[config.mk]
export PLATFORM = sky130hd
export DESIGN_NAME = uart_rx
export DESIGN_NICKNAME = d
export VERILOG_FILES = /design/src/rtl/uart_rx.sv
export SDC_FILE = /design/constraint.sdc
export NUM_CORES = 1
export LEC_CHECK = 0
export BUFFER_PORTS_ARGS = -buffer_cell sky130_fd_sc_hd__buf_2
export CAP_MARGIN = 20
export CORE_MARGIN = 4
export CORE_UTILIZATION = 30
export DETAILED_ROUTE_END_ITERATION = 16
export HOLD_SLACK_MARGIN = 0.15
export PLACE_DENSITY_LB_ADDON = 0.2
export SYNTH_ARGS = -nofsm -noshare
export SYNTH_HDL_FRONTEND = slang
export SYNTH_SLANG_ARGS = --single-unit
[constraint.sdc]
create_clock -name clk -period 2.2 [get_ports clk]
set_input_delay 0.11 -clock clk [delete_from_list [all_inputs] [get_ports clk]]
set_output_delay 0.11 -clock clk [all_outputs]
set_load 0.01 [all_outputs]
[src/rtl/uart_rx.sv]
// UART receiver, 8N1, LSB first, idle high. It samples each bit in the middle and
// emits a one-cycle write strobe toward a byte FIFO. A low stop bit is reported as
// a framing error and parks the receiver until the line returns high. A good byte
// that arrives while the FIFO is full is dropped and flagged as an overrun.
module uart_rx #(
  parameter int unsigned CLKS_PER_BIT = 868
) (
  input  logic       clk,
  input  logic       rst,
  input  logic       rx,
  input  logic       fifo_full,
  output logic       wr_en,
  output logic [7:0] data_out,
  output logic       frame_err,
  output logic       overrun,
  output logic       busy
);

  localparam int unsigned CntW = $clog2(CLKS_PER_BIT) + 1;
  // Last count before the mid-start sample and before each full-bit sample.
  localparam logic [CntW-1:0] HalfLast = CntW'(CLKS_PER_BIT / 2 - 1);
  localparam logic [CntW-1:0] BitLast  = CntW'(CLKS_PER_BIT - 1);

  typedef enum logic [2:0] {StIdle, StStart, StData, StStop, StBreak} state_e;

  state_e            state_q, state_d;
  logic [CntW-1:0]   cnt_q, cnt_d;
  logic [2:0]        bit_idx_q, bit_idx_d;
  logic [7:0]        shift_q, shift_d;
  logic [7:0]        data_q, data_d;
  logic              wr_en_q, wr_en_d;
  logic              frame_err_q, frame_err_d;
  logic              overrun_q, overrun_d;
  logic              rx_meta_q, rx_s;
  logic              stop_tick;

  // Two-flop synchronizer; it resets to the idle-high line level.
  always_ff @(posedge clk) begin
    if (rst) begin
      rx_meta_q <= 1'b1;
      rx_s      <= 1'b1;
    end else begin
      rx_meta_q <= rx;
      rx_s      <= rx_meta_q;
    end
  end

  // FSM state register and receive datapath.
  always_ff @(posedge clk) begin
    if (rst) begin
      state_q   <= StIdle;
      cnt_q     <= '0;
      bit_idx_q <= '0;
      shift_q   <= '0;
    end else begin
      state_q   <= state_d;
      cnt_q     <= cnt_d;
      bit_idx_q <= bit_idx_d;
      shift_q   <= shift_d;
    end
  end

  // Next-state logic: bit timing, data sampling and frame sequencing.
  always_comb begin
    state_d   = state_q;
    cnt_d     = cnt_q + 1'b1;
    bit_idx_d = bit_idx_q;
    shift_d   = shift_q;
    case (state_q)
      StIdle: begin
        cnt_d     = '0;
        bit_idx_d = '0;
        if (!rx_s) state_d = StStart;
      end
      StStart: begin
        if (cnt_q == HalfLast) begin
          cnt_d   = '0;
          // A start bit that is high again at mid-bit was a glitch.
          state_d = rx_s ? StIdle : StData;
        end
      end
      StData: begin
        if (cnt_q == BitLast) begin
          cnt_d              = '0;
          shift_d[bit_idx_q] = rx_s;
          bit_idx_d          = bit_idx_q + 3'd1;
          if (bit_idx_q == 3'd7) state_d = StStop;
        end
      end
      StStop: begin
        if (cnt_q == BitLast) begin
          cnt_d   = '0;
          state_d = rx_s ? StIdle : StBreak;
        end
      end
      StBreak: begin
        cnt_d = '0;
        if (rx_s) state_d = StIdle;
      end
      default: begin
        cnt_d   = '0;
        state_d = StIdle;
      end
    endcase
  end

  // Output decode: the stop-bit sample selects write, overrun or framing error.
  always_comb begin
    stop_tick   = (state_q == StStop) && (cnt_q == BitLast);
    wr_en_d     = stop_tick && rx_s && !fifo_full;
    overrun_d   = stop_tick && rx_s && fifo_full;
    frame_err_d = stop_tick && !rx_s;
    data_d      = wr_en_d ? shift_q : data_q;
  end

  // Registered strobes so each pulse lasts exactly one cycle after the stop sample.
  always_ff @(posedge clk) begin
    if (rst) begin
      wr_en_q     <= 1'b0;
      frame_err_q <= 1'b0;
      overrun_q   <= 1'b0;
      data_q      <= '0;
    end else begin
      wr_en_q     <= wr_en_d;
      frame_err_q <= frame_err_d;
      overrun_q   <= overrun_d;
      data_q      <= data_d;
    end
  end

  assign wr_en     = wr_en_q;
  assign frame_err = frame_err_q;
  assign overrun   = overrun_q;
  assign data_out  = data_q;
  assign busy      = (state_q != StIdle);

endmodule

==> flow_metrics.env, run 1 <==
export IMPL_dieArea_sq_um=7060
export IMPL_cts_clk_slew_worst_paths_ns=0.08
export IMPL_grt_max_degree=28
export IMPL_syn_area_sq_um=1730
export IMPL_core_area_sq_um=5540
export IMPL_final_nets=225
export IMPL_synthCells=200
export IMPL_cts_tree="done"
export IMPL_grt_overflow=0
export IMPL_drv_slew=0
export IMPL_drtPass1Iterations=4
export IMPL_cts_root_buffer="clkbuf_8"
export IMPL_yosysUniqueCellTypes=39
export IMPL_grt_pass1_wl_um=6490
export IMPL_grt_total_usage=0.112
export IMPL_start_util=0.313
export IMPL_power_leakage_uw=0.000722
export IMPL_synth_seq_area_share=0.439
export IMPL_drv_cap=0
export IMPL_ant_nets=0
export IMPL_min_path_type="in2reg"
export IMPL_synth_edf_count=0
export IMPL_avgSynthCellArea_sq_um=8.66
export IMPL_finClkSkew_ns=0.00531
export IMPL_drt_initial_drc_count=112
export IMPL_syn_num_nets=208
export IMPL_synth_area_leader_cell="dfxtp_1"
export IMPL_fp_dieW_um=84
export IMPL_sw_frac_of_total=0.185
export IMPL_cts_path_max_buffers=2
export IMPL_final_cell_mix="38 x dfxtp_1, 21 x nand3_1, 20 x a21oi_1"
export IMPL_cp_end_kind="flop"
export IMPL_final_common_cell="dfxtp_1"
export IMPL_rsz0062_at_grt="no"
export IMPL_drt_wl_total_um=3730
export IMPL_num_antenna_cells=0
export IMPL_die_h_um=84
export IMPL_pwr_share_comb=0.022
export IMPL_synthToLayoutAreaGrowth_pct=18.3
export IMPL_final_cells=290
export IMPL_setup_viol=0
export IMPL_synthFlopType="dfxtp_1"
export IMPL_fin_setup_tns_ns=0
export IMPL_required_ns=2.35
export IMPL_synthArstFlopShare=0
export IMPL_grt_antenna_before_repair=0
export IMPL_seqPwrFrac=0.477
export IMPL_drc_errors=0
export IMPL_htreeDepth=2
export IMPL_cts_sinks=38
export IMPL_synth_area_leaders="dfxtp_1 44%, nand3_1 6.1%, a21oi_1 5.8%"
export IMPL_cellPowerDensity_nw_per_um2=710
export IMPL_startpoint_type="flop"
export IMPL_routabilityCongestion=0.751
export IMPL_dp_cells=280
export IMPL_finalCriticalPeriod_ns=2.03
export IMPL_vias_per_cell=5.00
export IMPL_clock_latency_ns=0.29
export IMPL_intPower_uw=1190
export IMPL_pin_count=16
export IMPL_fmax_ghz=0.494
export IMPL_drt_wirelength_per_cell_um=12.8
export IMPL_vias=1449
export IMPL_finalHoldViolCount=0
export IMPL_grt_pass1_vias=1353
export IMPL_rows=27
export IMPL_critical_path_max_fanout=11
export IMPL_switching_power_uw=269
export IMPL_utilization=0.370
export IMPL_ir_drop_mv=0.395
export IMPL_cts_buffers=5
export IMPL_status="completed"
export IMPL_synth_top_cell_area_share=0.439
export IMPL_period_share=0.921
export IMPL_layout_drive_gt1_share=0.156
export IMPL_worstMarginPinSlew_ns=0.598
export IMPL_crit_arrival_ns=2.18
export IMPL_yosys_warnings=0
export IMPL_pwr_share_clk=0.502
export IMPL_crit_type="reg2reg"
export IMPL_port_buffers=15
export IMPL_timing_slew_headroom=0.598
export IMPL_place_hpwl_um=2660
export IMPL_ctsResizeCount=0
export IMPL_synth_seq_cells=38
## metrics by stage
stage	worst slack (ns)	hold WS, ns	total power, uW	cell area [sq um]
after floorplan	0.393	0.214	729	1730
after global placement	0.193	0.295	739	1890
after detailed placement	0.188	0.294	739	1890
after CTS	0.171	0.280	1480	2050
after global routing	0.0107	0.300	1510	2050
final	0.174	0.283	1460	2050
## power by group through the flow
stage | Sequential [uW] | Clock (uW) | Combinational (uW)
after floorplan | 708 | 0 | 21.6
after global placement | 710 | 0 | 29.1
after detailed placement | 710 | 0 | 29.0
after CTS | 694 | 755 | 31.9
after global routing | 695 | 779 | 34.9
final | 694 | 730 | 31.3
## synthesized netlist by cell type, drive strengths merged (2+ instances only)
| master | n |
|---|---|
| a21oi | 20 |
| and2 | 3 |
| and3 | 2 |
| and4 | 3 |
| buf | 4 |
| clkbuf | 8 |
| dfxtp | 38 |
| ha | 4 |
| inv | 3 |
| mux2i | 2 |
| nand2 | 5 |
| nand2b | 4 |
| nand3 | 21 |
| nand4 | 7 |
| nor2 | 18 |
| nor2b | 2 |
| nor3 | 3 |
| nor4 | 4 |
| nor4b | 2 |
| o211ai | 3 |
| o21ai | 14 |
| o21bai | 2 |
| o31ai | 2 |
| or2 | 4 |
| or3b | 2 |
| or4 | 2 |
| xnor2 | 7 |
| xor2 | 3 |
## state kept, by name (all words and copies together), names as in the netlist
register and cells:
cnt_q 11, state_q 3, rx_meta_q 1, rx_s 1, shift_q 8, data_out 8, frame_err 1, bit_idx_q 3
wr_en 1, overrun 1
## critical path, cell delays in order, from the launching register on
cell,delay (ns)
dfxtp_1,0.42
or3b_1,0.44
or4_1,0.70
o211ai_1,0.25
a21oi_1,0.08
## logic make-up (layout without fill, tap and decap cells)
family,count (synthesis),count (layout),synth area share
compound gates,45,45,0.149
xor+xnor,10,10,0.0505
fa+ha+maj,4,4,0.0289
buf+inv,15,33,0.0339
flops,38,38,0.439
mux,2,2,0.0116
simple gates,86,86,0.287
## area by class of cell
type	count	area (sq um)
Fill cell	570	3490
Multi-Input combinational cell	147	913
Sequential cell	38	761
Timing Repair Buffer	22	133
Tap cell	72	90.1
Clock buffer	6	82.6
Clock inverter	2	60.1
Inverter	3	11.3
## layer usage
layer | GRT usage | share of wire | wire length [um] | vias up
li1 | - | - | - | 761
met1 | 0.150 | 0.50 | 1880 | 664
met2 | 0.179 | 0.44 | 1660 | 20
met3 | 0.0276 | 0.039 | 146 | 4
met4 | 0.0351 | 0.012 | 45 | 0
met5 | 0 | 0 | 0 | -
## worst paths after layout
path / start / to / slack (ns) / cells past startpoint
setup reg to reg: cnt_q[8] / bit_idx_q[0] / 0.17 / 4
hold reg to reg: rx_meta_q / rx_s / 0.41 / 1
hold / removal: rst / data_out[2] / 0.28 / 2
setup / recovery: cnt_q[8] / bit_idx_q[0] / 0.17 / 4
## what timing repair did
action	in CTS	in global routing
buffers inserted	0	0
hold buffers	2	0
endpoints found under the hold margin	3	0
No activity file was read; power rests on OpenSTA's default activity.
==> inputs of run 2 (changes only) <==
--- a/config.mk
+++ b/config.mk
@@ -11,7 +11,7 @@
 export CORE_UTILIZATION = 30
 export DETAILED_ROUTE_END_ITERATION = 16
 export HOLD_SLACK_MARGIN = 0.15
-export PLACE_DENSITY_LB_ADDON = 0.2
+export PLACE_DENSITY = 0.52
 export SYNTH_ARGS = -nofsm -noshare
 export SYNTH_HDL_FRONTEND = slang
 export SYNTH_SLANG_ARGS = --single-unit
==> constraint.sdc (replaced) <==
create_clock -name clk -period 2.31 [get_ports clk]
set_input_delay 0.1155 -clock clk [delete_from_list [all_inputs] [get_ports clk]]
set_output_delay 0.1155 -clock clk [all_outputs]
set_load 0.01 [all_outputs]
==> flow_metrics.env, run 2 (same netlist as run 1, synthesis figures left out) <==
export IMPL_status="completed"
export IMPL_port_buffers=15
export IMPL_cts_tree="done"
export IMPL_fp_dieW_um=84
export IMPL_period_share=0.880
export IMPL_place_hpwl_um=2640
export IMPL_largest_register_ffs=11
export IMPL_grt_pass1_vias=1394
export IMPL_utilization=0.361
export IMPL_pin_count=16
export IMPL_rows=27
export IMPL_crit_type="reg2reg"
export IMPL_clock_latency_ns=0.29
export IMPL_start_util=0.313
export IMPL_cellPowerDensity_nw_per_um2=635
export IMPL_rsz0062_at_grt="no"
export IMPL_final_nets=222
export IMPL_ir_drop_mv=0.256
export IMPL_finClkSkew_ns=0.00905
export IMPL_num_antenna_cells=0
export IMPL_drt_wl_total_um=3830
export IMPL_routabilityCongestion=0.738
export IMPL_synthToLayoutAreaGrowth_pct=15.3
export IMPL_htreeDepth=2
export IMPL_layout_drive_gt1_share=0.140
export IMPL_cts_hold_buf=2
export IMPL_drtPass1Iterations=4
export IMPL_vias_per_cell=5.06
export IMPL_critical_path_max_fanout=11
export IMPL_cts_buffers=5
export IMPL_grt_pass1_wl_um=6630
export IMPL_die_h_um=84
export IMPL_drc_errors=0
export IMPL_drt_wirelength_per_cell_um=13.4
export IMPL_postCtsSetupBuffers=0
export IMPL_required_ns=2.47
export IMPL_startpoint_type="flop"
export IMPL_fin_setup_tns_ns=0
export IMPL_power_leakage_uw=0.000693
export IMPL_cts_root_buffer="clkbuf_8"
export IMPL_drv_slew=0
export IMPL_cts_sinks=38
export IMPL_final_common_cell="dfxtp_1"
export IMPL_cp_end_kind="flop"
export IMPL_drt_initial_drc_count=128
export IMPL_timing_slew_headroom=0.591
export IMPL_cts_path_max_buffers=2
export IMPL_ctsResizeCount=0
export IMPL_fmax_ghz=0.492
export IMPL_total_power_uw=1270
export IMPL_filler_cell_count=608
export IMPL_vias=1447
export IMPL_finalCriticalPeriod_ns=2.03
export IMPL_final_cell_mix="38 x dfxtp_1, 21 x nand3_1, 20 x a21oi_1"
export IMPL_min_path_type="in2reg"
export IMPL_whs_ns=0.278
export IMPL_grt_antenna_before_repair=0
export IMPL_grt_overflow=0
export IMPL_grt_max_degree=28
export IMPL_worstMarginPinSlew_ns=0.609
export IMPL_setup_viol=0
export IMPL_dieArea_sq_um=7060
export IMPL_drv_cap=0
export IMPL_crit_arrival_ns=2.19
export IMPL_core_area_sq_um=5540
export IMPL_cts_clk_slew_worst_paths_ns=0.08
export IMPL_grt_total_usage=0.116
export IMPL_ant_nets=0
export IMPL_top_register="cnt_q"
export IMPL_finalHoldViolCount=0
run 2: metal layers:
layer  vias up  share of wire  wire length, um  track usage
met5         -              0                0            0
met4         0          0.015               57       0.0395
met3         6          0.039              148       0.0405
met2        17           0.43             1630        0.177
met1       673           0.52             1990        0.153
li1        751              -                -            -
run 2: where the power goes:
part	leakage, uW	total [uW]	internal (uW)	switching, uW
combinational	0.000329	27.8	11.2	16.6
sequential	0.000307	662	657	5.30
clock	0.0000573	579	346	234
run 2: worst paths after layout:
kind	slack, ns	endpoint	cells past startpoint	start
max	0.28	bit_idx_q[0]	4	cnt_q[8]
min	0.28	shift_q[6]	2	rst
max reg2reg	0.28	bit_idx_q[0]	4	cnt_q[8]
min reg2reg	0.44	rx_s	1	rx_meta_q
run 2: through the flow:
step	setup WS, ns	cells	area (sq um)
2_1_floorplan	0.503	200	1730
3_3_place_gp	0.284	277	1870
3_5_place_dp	0.284	277	1870
4_1_cts	0.276	286	2000
5_1_grt	0.132	286	2000
6_report	0.278	286	2000
run 2: worst max-delay path: stages, from the launching register on:
cell and delay, ns:
dfxtp_1 0.42, or3b_1 0.44, or4_1 0.71, o211ai_1 0.25
a21oi_1 0.08
run 2: final cells by class:
cell class | instances | area, sq um | area share
repair buffers | 19 | 110 | 0.0551
multi-input cells | 147 | 913 | 0.457
inverters | 3 | 11.3 | 0.00564
clock inverters | 1 | 30.0 | 0.0150
clock buffers | 6 | 82.6 | 0.0413
flip-flops and latches | 38 | 761 | 0.381
well taps | 72 | 90.1 | 0.0451
==> inputs of run 3 (changes only) <==
--- a/config.mk
+++ b/config.mk
@@ -12,6 +12,7 @@
 export DETAILED_ROUTE_END_ITERATION = 16
 export HOLD_SLACK_MARGIN = 0.15
 export PLACE_DENSITY = 0.52
+export REMOVE_ABC_BUFFERS = 1
 export SYNTH_ARGS = -nofsm -noshare
 export SYNTH_HDL_FRONTEND = slang
 export SYNTH_SLANG_ARGS = --single-unit
==> flow_metrics.env, run 3 (same netlist as run 1, synthesis figures left out) <==
export IMPL_status="completed"
export IMPL_setup_viol=0
export IMPL_worstMarginPinSlew_ns=0.580
export IMPL_ir_drop_mv=0.432
export IMPL_finalCriticalPeriod_ns=2.00
export IMPL_timing_slew_headroom=0.610
export IMPL_drv_cap=0
export IMPL_final_common_cell="dfxtp_1"
export IMPL_pwr_share_comb=0.022
export IMPL_vias=1431
export IMPL_drv_slew=0
export IMPL_fp_dieW_um=84
export IMPL_port_buffers=15
export IMPL_ant_nets=0
export IMPL_required_ns=2.47
export IMPL_place_hpwl_um=2580
export IMPL_ctsResizeCount=0
export IMPL_core_area_sq_um=5540
export IMPL_grt_overflow=0
export IMPL_routabilityCongestion=0.772
export IMPL_finalHoldViolCount=0
export IMPL_switching_power_uw=268
export IMPL_clock_latency_ns=0.30
export IMPL_start_util=0.313
export IMPL_rows=27
export IMPL_cts_buffers=5
export IMPL_final_cells=288
export IMPL_largest_register_ffs=11
export IMPL_min_path_type="in2reg"
export IMPL_intPower_uw=1100
export IMPL_htreeDepth=2
export IMPL_cts_path_max_buffers=2
export IMPL_grt_antenna_before_repair=0
export IMPL_startpoint_type="flop"
export IMPL_seqPwrFrac=0.483
export IMPL_dp_cells=278
export IMPL_pwr_share_clk=0.496
export IMPL_grt_max_degree=28
export IMPL_cellPowerDensity_nw_per_um2=674
export IMPL_grt_pass1_vias=1386
export IMPL_die_h_um=84
export IMPL_top_register="cnt_q"
export IMPL_cts_root_buffer="clkbuf_8"
export IMPL_crit_type="reg2reg"
export IMPL_grt_pass1_wl_um=6530
export IMPL_num_antenna_cells=0
export IMPL_layout_drive_gt1_share=0.148
export IMPL_multi_input_area_sq_um=913
export IMPL_drc_errors=0
export IMPL_critical_path_max_fanout=11
export IMPL_cts_clk_slew_worst_paths_ns=0.09
export IMPL_sw_frac_of_total=0.195
export IMPL_filler_cell_count=604
export IMPL_place_area_sq_um=1870
export IMPL_rsz0062_at_grt="no"
export IMPL_fmax_ghz=0.499
export IMPL_cts_hold_buf=2
export IMPL_vias_per_cell=4.97
export IMPL_cp_end_kind="flop"
export IMPL_dieArea_sq_um=7060
export IMPL_synthToLayoutAreaGrowth_pct=17.2
export IMPL_ff_latch_area_sq_um=761
export IMPL_crit_arrival_ns=2.16
export IMPL_fin_setup_tns_ns=0
export IMPL_period_share=0.867
export IMPL_drt_initial_drc_count=87
export IMPL_cts_tree="done"
export IMPL_drt_wirelength_per_cell_um=12.8
export IMPL_finClkSkew_ns=0.0146
export IMPL_drt_wl_total_um=3680
export IMPL_final_nets=223
export IMPL_drtPass1Iterations=4
export IMPL_final_cell_mix="38 x dfxtp_1, 21 x nand3_1, 20 x a21oi_1"
export IMPL_pin_count=16
export IMPL_grt_total_usage=0.113
export IMPL_cts_sinks=38
export IMPL_final_cell_area_sq_um=2030
export IMPL_postCtsSetupBuffers=0
export IMPL_power_leakage_uw=0.000708
run 3: per-stage QoR:
| step | util | setup slack [ns] | total power [uW] | hold slack (ns) |
|---|---|---|---|---|
| after floorplan | - | 0.236 | 688 | 0.185 |
| after global placement | 0.338 | 0.318 | 704 | 0.314 |
| after detailed placement | 0.338 | 0.303 | 703 | 0.304 |
| after CTS | 0.367 | 0.284 | 1390 | 0.261 |
| after global routing | 0.367 | 0.132 | 1420 | 0.300 |
| final | 0.367 | 0.307 | 1370 | 0.271 |
run 3: final cells by class:
cell class | count | area share
tap | 72 | 0.0444
timing repair buffer | 20 | 0.0579
inverter | 3 | 0.00555
sequential | 38 | 0.375
clock buffer | 5 | 0.0339
multi-input combinational | 147 | 0.450
clock inverter | 3 | 0.0339
run 3: layer usage:
metal,part of all wire,GRT usage,vias up
met1,0.52,0.156,655
met4,0.014,0.0439,0
met3,0.037,0.0296,4
met5,0,0,-
li1,-,-,752
met2,0.43,0.166,20
run 3: worst paths after layout:
kind	from	end	slack, ns	cells after the start
hold reg to reg	rx_meta_q	rx_s	0.41	1
setup / recovery	cnt_q[8]	bit_idx_q[2]	0.31	4
setup reg to reg	cnt_q[8]	bit_idx_q[2]	0.31	4
hold / removal	rst	data_out[5]	0.27	2
run 3: critical path, stage by stage (launching register included):
cell      delay [ns]
dfxtp_1         0.41
or3b_1          0.44
or4_1           0.70
o211ai_1        0.24
a21oi_1         0.08
run 3: power by group through the flow:
stage	Combinational (uW)	Sequential [uW]	Clock (uW)
after global placement	27.4	676	0
after detailed placement	27.2	676	0
after floorplan	11.7	676	0
after CTS	29.9	661	704
final	29.8	661	679
after global routing	33.2	661	725
